==> config.mk <==
export PLATFORM = sky130hd
export DESIGN_NAME = alu_muldiv_iterative
export DESIGN_NICKNAME = d
export VERILOG_FILES = /design/src/rtl/alu_muldiv_iterative.sv
export SDC_FILE = /design/constraint.sdc
export NUM_CORES = 1
export LEC_CHECK = 0
export ABC_CLOCK_PERIOD_IN_PS = 4700
export CELL_PAD_IN_SITES_DETAIL_PLACEMENT = 1
export CELL_PAD_IN_SITES_GLOBAL_PLACEMENT = 2
export CORE_MARGIN = 2
export CORE_UTILIZATION = 32
export DETAILED_ROUTE_END_ITERATION = 16
export GPL_ROUTABILITY_DRIVEN = 0
export PLACE_DENSITY_LB_ADDON = 0.1
export SYNTH_ARGS = -nofsm -noshare
export SYNTH_HDL_FRONTEND = slang
export SYNTH_SLANG_ARGS = --single-unit
==> constraint.sdc <==
create_clock -name clk_i -period 4.7 [get_ports clk_i]
set_clock_uncertainty 0.15 [all_clocks]
set_input_delay 0.705 -clock clk_i [delete_from_list [all_inputs] [get_ports clk_i]]
set_output_delay 0.705 -clock clk_i [all_outputs]
set_load 0.03 [all_outputs]
==> src/rtl/alu_muldiv_iterative.sv <==
// Iterative multiply/divide unit for the HI/LO operations (MULT, MULTU, DIV, DIVU).
// One result bit per cycle: radix-2 shift-add multiply, radix-2 restoring divide.
// Signed operands are reduced to magnitudes on capture; signs are re-applied on
// the final iteration edge.
//
// Ports:
//   clk_i, resetn_i     clock, asynchronous active-low reset
//   start_i, op_i       request + opcode (00 MULT, 01 MULTU, 10 DIV, 11 DIVU)
//   src_a_i, src_b_i    multiplicand/dividend, multiplier/divisor (read on start only)
//   flush_i             cancel in-flight work; beats start and completion
//   busy_o, done_o      computing / one-cycle result-valid pulse
//   result_hi_o/_lo_o   product {hi,lo}, or {remainder, quotient}
//   div_by_zero_o       sticky until the next accepted start
module alu_muldiv_iterative #(
  parameter int WIDTH = 32,
  parameter int CNT_W = $clog2(WIDTH) + 1
) (
  input  logic             clk_i,
  input  logic             resetn_i,
  input  logic             start_i,
  input  logic [1:0]       op_i,
  input  logic [WIDTH-1:0] src_a_i,
  input  logic [WIDTH-1:0] src_b_i,
  input  logic             flush_i,
  output logic             busy_o,
  output logic             done_o,
  output logic [WIDTH-1:0] result_hi_o,
  output logic [WIDTH-1:0] result_lo_o,
  output logic             div_by_zero_o
);

  localparam logic [1:0] S_IDLE = 2'd0;
  localparam logic [1:0] S_BUSY = 2'd1;
  localparam logic [1:0] S_DONE = 2'd2;

  logic [1:0]         state_q, state_d;
  logic [CNT_W-1:0]   cnt_q, cnt_d;
  logic [1:0]         op_q, op_d;
  logic               sign_a_q, sign_a_d, sign_b_q, sign_b_d;
  logic [WIDTH-1:0]   a_raw_q, a_raw_d;   // dividend as captured, for divide-by-zero
  logic [WIDTH-1:0]   opnd_q, opnd_d;     // multiplicand magnitude, or divisor magnitude
  logic [2*WIDTH-1:0] acc_q, acc_d;       // {upper, multiplier} or {remainder, quotient}
  logic [WIDTH-1:0]   hi_q, hi_d, lo_q, lo_d;
  logic               dbz_q, dbz_d;

  // Capture-side operand conditioning
  logic             sa_in, sb_in, accept, last;
  logic [WIDTH-1:0] a_mag, b_mag;
  assign sa_in  = ~op_i[0] & src_a_i[WIDTH-1];
  assign sb_in  = ~op_i[0] & src_b_i[WIDTH-1];
  assign a_mag  = sa_in ? -src_a_i : src_a_i;
  assign b_mag  = sb_in ? -src_b_i : src_b_i;
  assign accept = start_i & ~flush_i & ((state_q == S_IDLE) | (state_q == S_DONE));
  assign last   = (cnt_q == CNT_W'(WIDTH - 1));

  // One iteration of the selected algorithm
  logic [WIDTH:0]     mul_sum, div_top, div_trial;
  logic [2*WIDTH-1:0] step;
  always_comb begin
    mul_sum   = {1'b0, acc_q[2*WIDTH-1:WIDTH]} + {1'b0, opnd_q};
    // remainder shifted left with the next dividend bit; needs WIDTH+1 bits
    // because the remainder can be as large as divisor-1 ~ 2^WIDTH
    div_top   = acc_q[2*WIDTH-1:WIDTH-1];
    div_trial = div_top - {1'b0, opnd_q};
    if (!op_q[1])
      step = acc_q[0] ? {mul_sum, acc_q[WIDTH-1:1]} : {1'b0, acc_q[2*WIDTH-1:1]};
    else if (div_trial[WIDTH])
      step = {div_top[WIDTH-1:0], acc_q[WIDTH-2:0], 1'b0};
    else
      step = {div_trial[WIDTH-1:0], acc_q[WIDTH-2:0], 1'b1};
  end

  // Sign fix-up of the finished iteration
  logic [2*WIDTH-1:0] prod;
  logic [WIDTH-1:0]   quo, rem;
  always_comb begin
    prod = step;
    if ((op_q == 2'b00) && (sign_a_q ^ sign_b_q)) prod = -step;
    quo = step[WIDTH-1:0];
    rem = step[2*WIDTH-1:WIDTH];
    if (~op_q[0] & (sign_a_q ^ sign_b_q)) quo = -quo;
    if (sign_a_q) rem = -rem;
  end

  always_comb begin
    state_d  = state_q;
    cnt_d    = cnt_q;
    op_d     = op_q;
    sign_a_d = sign_a_q;
    sign_b_d = sign_b_q;
    a_raw_d  = a_raw_q;
    opnd_d   = opnd_q;
    acc_d    = acc_q;
    hi_d     = hi_q;
    lo_d     = lo_q;
    dbz_d    = dbz_q;
    case (state_q)
      S_BUSY: begin
        if (flush_i) begin
          state_d = S_IDLE;
        end else begin
          acc_d = step;
          cnt_d = cnt_q + CNT_W'(1);
          if (last) begin
            state_d = S_DONE;
            if (!op_q[1]) begin
              {hi_d, lo_d} = prod;
            end else if (opnd_q == '0) begin
              hi_d  = a_raw_q;
              lo_d  = '1;
              dbz_d = 1'b1;
            end else begin
              hi_d = rem;
              lo_d = quo;
            end
          end
        end
      end
      default: begin  // IDLE, DONE (and the unused encoding)
        state_d = S_IDLE;
        if (accept) begin
          state_d  = S_BUSY;
          op_d     = op_i;
          sign_a_d = sa_in;
          sign_b_d = sb_in;
          a_raw_d  = src_a_i;
          opnd_d   = op_i[1] ? b_mag : a_mag;
          acc_d    = {{WIDTH{1'b0}}, (op_i[1] ? a_mag : b_mag)};
          cnt_d    = '0;
          dbz_d    = 1'b0;
        end
      end
    endcase
  end

  always_ff @(posedge clk_i or negedge resetn_i) begin
    if (!resetn_i) begin
      state_q  <= S_IDLE;
      cnt_q    <= '0;
      op_q     <= '0;
      sign_a_q <= 1'b0;
      sign_b_q <= 1'b0;
      a_raw_q  <= '0;
      opnd_q   <= '0;
      acc_q    <= '0;
      hi_q     <= '0;
      lo_q     <= '0;
      dbz_q    <= 1'b0;
    end else begin
      state_q  <= state_d;
      cnt_q    <= cnt_d;
      op_q     <= op_d;
      sign_a_q <= sign_a_d;
      sign_b_q <= sign_b_d;
      a_raw_q  <= a_raw_d;
      opnd_q   <= opnd_d;
      acc_q    <= acc_d;
      hi_q     <= hi_d;
      lo_q     <= lo_d;
      dbz_q    <= dbz_d;
    end
  end

  assign busy_o        = (state_q == S_BUSY);
  assign done_o        = (state_q == S_DONE);
  assign result_hi_o   = hi_q;
  assign result_lo_o   = lo_q;
  assign div_by_zero_o = dbz_q;

endmodule

-- After elaboration in Yosys (flattened, before gate mapping)
Index checks and enable logic that the tools add are counted.
- input port bits: 70
- logic and storage cells: 77
- register bits after elaboration: 205
- output and inout bits: 67
- equal/unequal tests: 8
- $add $sub $neg: 8
- bitwise gates (word level): 11
- mux-type cells: 30
- reduce and logical (&&, ||, !) cells: 9
- operators with widths (kind ; number):
    $mux W64 ; 7
    $mux W32 ; 10
    $neg A32 Y32 ; 4
    $neg A64 Y64 ; 1
    $add A32 B32 Y33 ; 1
    $sub A33 B32 Y33 ; 1
    $logic_not A32 Y1 ; 1
    $mux W6 ; 3
    $mux W1 ; 7
    $add A6 B1 Y6 const B ; 1
    $eq A6 B5 Y1 const B ; 1
    $mux W2 ; 3
    $ne A2 B1 Y1 const B ; 3
    $and A1 B1 Y1 ; 5
    $reduce_and A5 Y1 ; 1
    $logic_not A2 Y1 ; 2
    $not A1 Y1 ; 4
    $reduce_and A2 Y1 ; 2
    $ne A3 B2 Y1 const B ; 1
    $reduce_and A3 Y1 ; 1
    $eq A2 B1 Y1 const B ; 1
    $eq A2 B2 Y1 const B ; 1
    $ne A2 B2 Y1 const B ; 1
    $reduce_bool A2 Y1 ; 1
    other kinds (3) ; 3

-- Depth between registers and ports, before layout
- depth in word-level cells: 7
- depth in mapped cells: 24
- gate-level depth less buffers: 23

-- Worst setup path before layout
Ideal clock, no wire load.
- path type: register to register
- start point: register acc_q[31]
- end point: register hi_q[24] (netlist: result_hi_o[24])
- path slack: -0.471 ns
- period minus slack after synthesis: 5.171 ns
- arrival time: 4.880 ns
- path buffers: 1
- required time: 4.409 ns
- setup time: 0.141 ns
- cell stages (with the launch flop): 24
- path through: dfrtp_1 > inv_1 > ha_1 > inv_1 > fa_1 > a211oi_1 > o211ai_1 > nand2_1 > a21oi_2 > a21oi_4 > xor2_2 > mux2_2 > a21o_1 > inv_1 > ha_1 > nand3_1 > o22ai_1 > nand2_1 > or4_1 > buf_2 > or4_1 > o21ai_1 > nand4b_1 > o311ai_1
- cells in the longest elaborated chain, start to end: 7
- elaborated cells on any way between the ends: 10
- classes of those cells: 3 x add/sub; 7 x mux
- RTL lines (what ; RTL line ; RTL):
    start: declaration ; 42 ; logic [2*WIDTH-1:0] acc_q, acc_d;
    start signal: assignment ; 145 ; acc_q <= '0;
    start signal: assignment ; 157 ; acc_q <= acc_d;
    $sub A33 B32 Y33 ; 64 ; div_trial = div_top - {1'b0, opnd_q};
    $mux W64 ; 67 ; else if (div_trial[WIDTH])
    $mux W64 * ; 65 ; if (!op_q[1])
    $neg A32 Y32 ; 82 ; if (sign_a_q) rem = -rem;
    $mux W32 ; 82 ;
    $mux W32 ; 108 ; end else if (opnd_q == '0) begin
    $mux W32 * ; 106 ; if (!op_q[1]) begin
    end signal: assignment ; 158 ; hi_q <= hi_d;
    end: declaration ; 43 ; logic [WIDTH-1:0] hi_q, hi_d, lo_q, lo_d;
Every way passes the cells marked *; elsewhere a longest branch is shown, timed or not.
A chain may end at the register's enable or synchronous reset.

-- Final worst setup path
- start point: register opnd_q[0]
- end point: register hi_q[24] (netlist: result_hi_o[24])
- cells in the longest elaborated chain, start to end: 7
- elaborated cells on any way between the ends: 12
- classes of those cells: 4 x add/sub; 7 x mux; 1 x reduce/logical
- RTL lines (what ; RTL line ; RTL):
    start: declaration ; 41 ; logic [WIDTH-1:0] opnd_q, opnd_d;
    start signal: assignment ; 156 ; opnd_q <= opnd_d;
    $sub A33 B32 Y33 or $add A32 B32 Y33 (tied branches) ; 64, 60 ;
    $mux W64 (on tied branches) ; 67, 66 ;
    $mux W64 ; 65 ;
    $neg A32 Y32 ; 82 ;
    $mux W32 ; 82 ;
    $mux W32 ; 108 ;
    $mux W32 * ; 106 ;
Marks and branches as above.

==> impl_results.md <==
- Outcome: finished with violations
- Failing checks: negative hold slack, negative setup slack
- Area grow syn2layout: 34.4%
- Placed insts: about 3500
- Congestion Overflow GR: 0
- Count of input and output buffers: 136
- Core area: about 55000 sq um
- Synth top area cells: dfrtp_1, nand2_1, a21oi_1
- Antenna Nets Post-Route: 0
- Critical Path Source: opnd_q[0]
- Initial Util: between 30% and 40%
- Worst-Margin Slew: ~0.92 ns
- Most used DFF post-synth: dfrtp_1
- Vias per inst: 5.65
- Fin Hold WS: -0.0381 ns
- Synth unique cells: 91
- Number of synthesized flops with an enable pin: 0
- Max Fclk: approximately 210 MHz
- Yosys top cell by area: dfrtp_1
- GRT Util Overall: between 30% and 40%
- Final Hold Fails: 24
- Crit path max fanout: 4
- CTS tree: yes
- Share of cells above drive strength 1: between 20% and 30%
- Tcrit/Tclk final: 103%
- Synth warn: 0
- CP bufs+invs: 3
- Multi-input logic area: roughly 13000 sq um
- Post-Syn Nets: around 2500
- Die Footprint: 57900 sq um
- Worst-skew pair later-pin latency: approximately 0.58 ns
- Detailed-placement wirelength estimate: about 72000 um
- DRT iter0 DRCs: 1300
- First-pass GRT wire length: between 100000 and 150000 um
- Crit path capture type: flop
- Clock-pin slew of the registers on the worst-case setup and hold paths: 0.07 ns
- Register area share after synthesis: about 29%
- Peak VDD IR: 330 uV
- CTS buffer count: 26
- WL final: around 90000 um
- Max-cap violation count: 0
- Critical path, cell by cell: buf_4 > ha_4 > inv_2 > fa_2 > a211oi_2 > o211ai_1 > nand2_1 > a21oi_2 > a21oi_4 > xor2_4 > mux2_4 > a21o_1 > inv_2 > ha_4 > nand2_4 > o22ai_4 > nand2_2 > or4_4 > or4_4 > o21ai_2 > nand4b_1 > o311ai_2
- Pwr Density: 725 nW/um^2
- Setup WS pre-CTS: -0.376 ns
- Critical path required time: 4.98 ns
- Die X: around 240 um
- Row count: between 80 and 90
- CP Launch Type: flop
- Fin worst setup slack: -0.123 ns
- DRC Markers: 0
- Fillcell total: about 6800
- 1st-pass router iterations: 5
- DR WL/cell: 25.4 um
- Core Util, Final: between 40 and 50%
- Synth top area share: between 20% and 30%
- Async set-or-reset flop fraction in the synthesized netlist: 100%
- Post-Syn Area: 17900 sq um
- Vias post-DR: ~20000
- CTS Hold Buffers Added: 0
- Worst Path Arrival: slightly above 5 ns
- Root buf cell: clkbuf_16
- FF-to-FF Start: opnd_q[0]
- Setup violations, final: 5
- # clock sinks: approximately 200
- Final #Nets: just under 3000
- Worst Hold Class: in -> async
- Area taken by flip-flops and latches: between 5000 and 6000 sq um
- I/O Pins: between 100 and 150
- Post-Layout Cell Count: 3550
- Slowest cell delay on critical path: around 0.44 ns
- Vias in the first global route: ~21000
- Clk buf depth: 3
- Synth Instances: about 2400
- Largest net degree at the start of global routing: ~80
- Leak: ~0.010 uW
- CP delay by family, top: simple AND/OR/NAND/NOR gates
- Min Tclk post-route: slightly below 5 ns
- RSZ-0062 raised after global routing: true
- CP Class: reg -> reg
- Max-slew headroom: 38.1%
- Die height: 241 um
- Max-slew violations: 0
- Synthesized area per cell: roughly 7.5 sq um
- Initial antenna violation count: 5
- Critical path's slowest cell: or4_4
- Synth Register Bits: about 200
- H-Tree Depth: 1
- Setup TNS: -0.262 ns
[cells by family (layout without fill, tap and decap cells)]
group	Yosys count	in the layout	synth area share, %
XOR/XNOR	169	169	8.34
buffers and inverters	198	624	4.25
multiplexers	83	83	4.77
flip-flops	205	205	28.6
AO/OA/AOI/OAI	722	722	25.2
adder cells (fa/ha/maj)	71	71	5.04
other	0	1	0
AND/OR/NAND/NOR	927	927	23.7
[final timing paths]
| kind | to | slack (ns) | cells past startpoint |
|---|---|---|---|
| min in group clk_i | result_hi_o[2] | 0.33 | 2 |
| worst min register to register | result_hi_o[2] | 0.33 | 2 |
| worst min-delay path | acc_q[58] | -0.04 | 1 |
| worst max register to register | result_hi_o[24] | -0.12 | 22 |
| max in group asynchronous | result_lo_o[8] | 3.44 | 2 |
| worst max-delay path | result_hi_o[24] | -0.12 | 22 |
[sequential cells by signal, indices dropped and copies added, names as in the netlist]
name	cells
acc_q	64
a_raw_q	32
opnd_q	32
result_hi_o	32
result_lo_o	32
cnt_q	6
op_q	2
state_q	2
div_by_zero_o	1
sign_a_q	1
sign_b_q	1
[placed cells by master (no fill, tap or decap), types with 20 or more instances in the layout]
master	count
a21o_1	22
a21oi_1	217
a31oi_1	37
and3_1	20
buf_4	350
clkbuf_16	26
clkdlybuf4s50_1	134
dfrtp_1	203
ha_1	64
inv_1	63
mux2i_1	61
nand2_1	348
nand2b_1	22
nand3_1	34
nand4_1	24
nor2_1	252
nor3_1	61
nor4_1	23
o211ai_1	27
o21ai_0	186
o22a_1	32
xnor2_1	94
xor2_1	72
[area by class of cell]
class | count | area share, %
Antenna cell | 1 | 0.0104
Clock buffer | 38 | 3.10
Clock inverter | 10 | 0.753
Inverter | 70 | 1.09
Multi-Input combinational cell | 1972 | 52.2
Sequential cell | 205 | 21.3
Tap cell | 748 | 3.88
Timing Repair Buffer | 506 | 17.6
[synth_stat cells (32+ instances only)]
cell      instances
xor2_1           72
nor3_1           67
a21oi_1         220
xnor2_1          95
nor2_1          261
o22a_1           32
dfrtp_1         205
ha_1             69
o21ai_0         201
clkbuf_1         99
nand3_1          38
inv_1            67
nand2_1         356
a31oi_1          39
mux2i_1          64
[where the power goes]
| part | switching, uW | total (uW) | internal, uW |
|---|---|---|---|
| combinational | 7330 | 12700 | 5390 |
| clock | 890 | 2220 | 1330 |
| sequential | 436 | 2530 | 2100 |
| total | 8660 | 17500 | 8810 |
[stage by stage]
stage	instance area, sq um	hold slack, ns	total power (uW)
after floorplan	18000	0.259	8450
after global placement	22500	0.313	14000
after detailed placement	22500	0.323	14200
after CTS	23600	0.0113	16700
after global routing	24100	0.00406	18500
final	24100	-0.0381	17500
[routing by layer]
metal / global-route usage (%) / routed length [um]
met3: 3.31 / 3370
met5: 0 / 31
met4: 16.3 / 5560
met2: 56.1 / 45600
met1: 36.0 / 35800
[repair_timing]
| item | CTS | global route |
|---|---|---|
| resized for setup | 24 | 114 |
| endpoints found under the setup margin | 16 | 31 |
| setup buffers | 8 | 12 |
| cloned | 0 | 1 |
| pin swaps | 11 | 31 |
(Power assumes the default switching activity.)
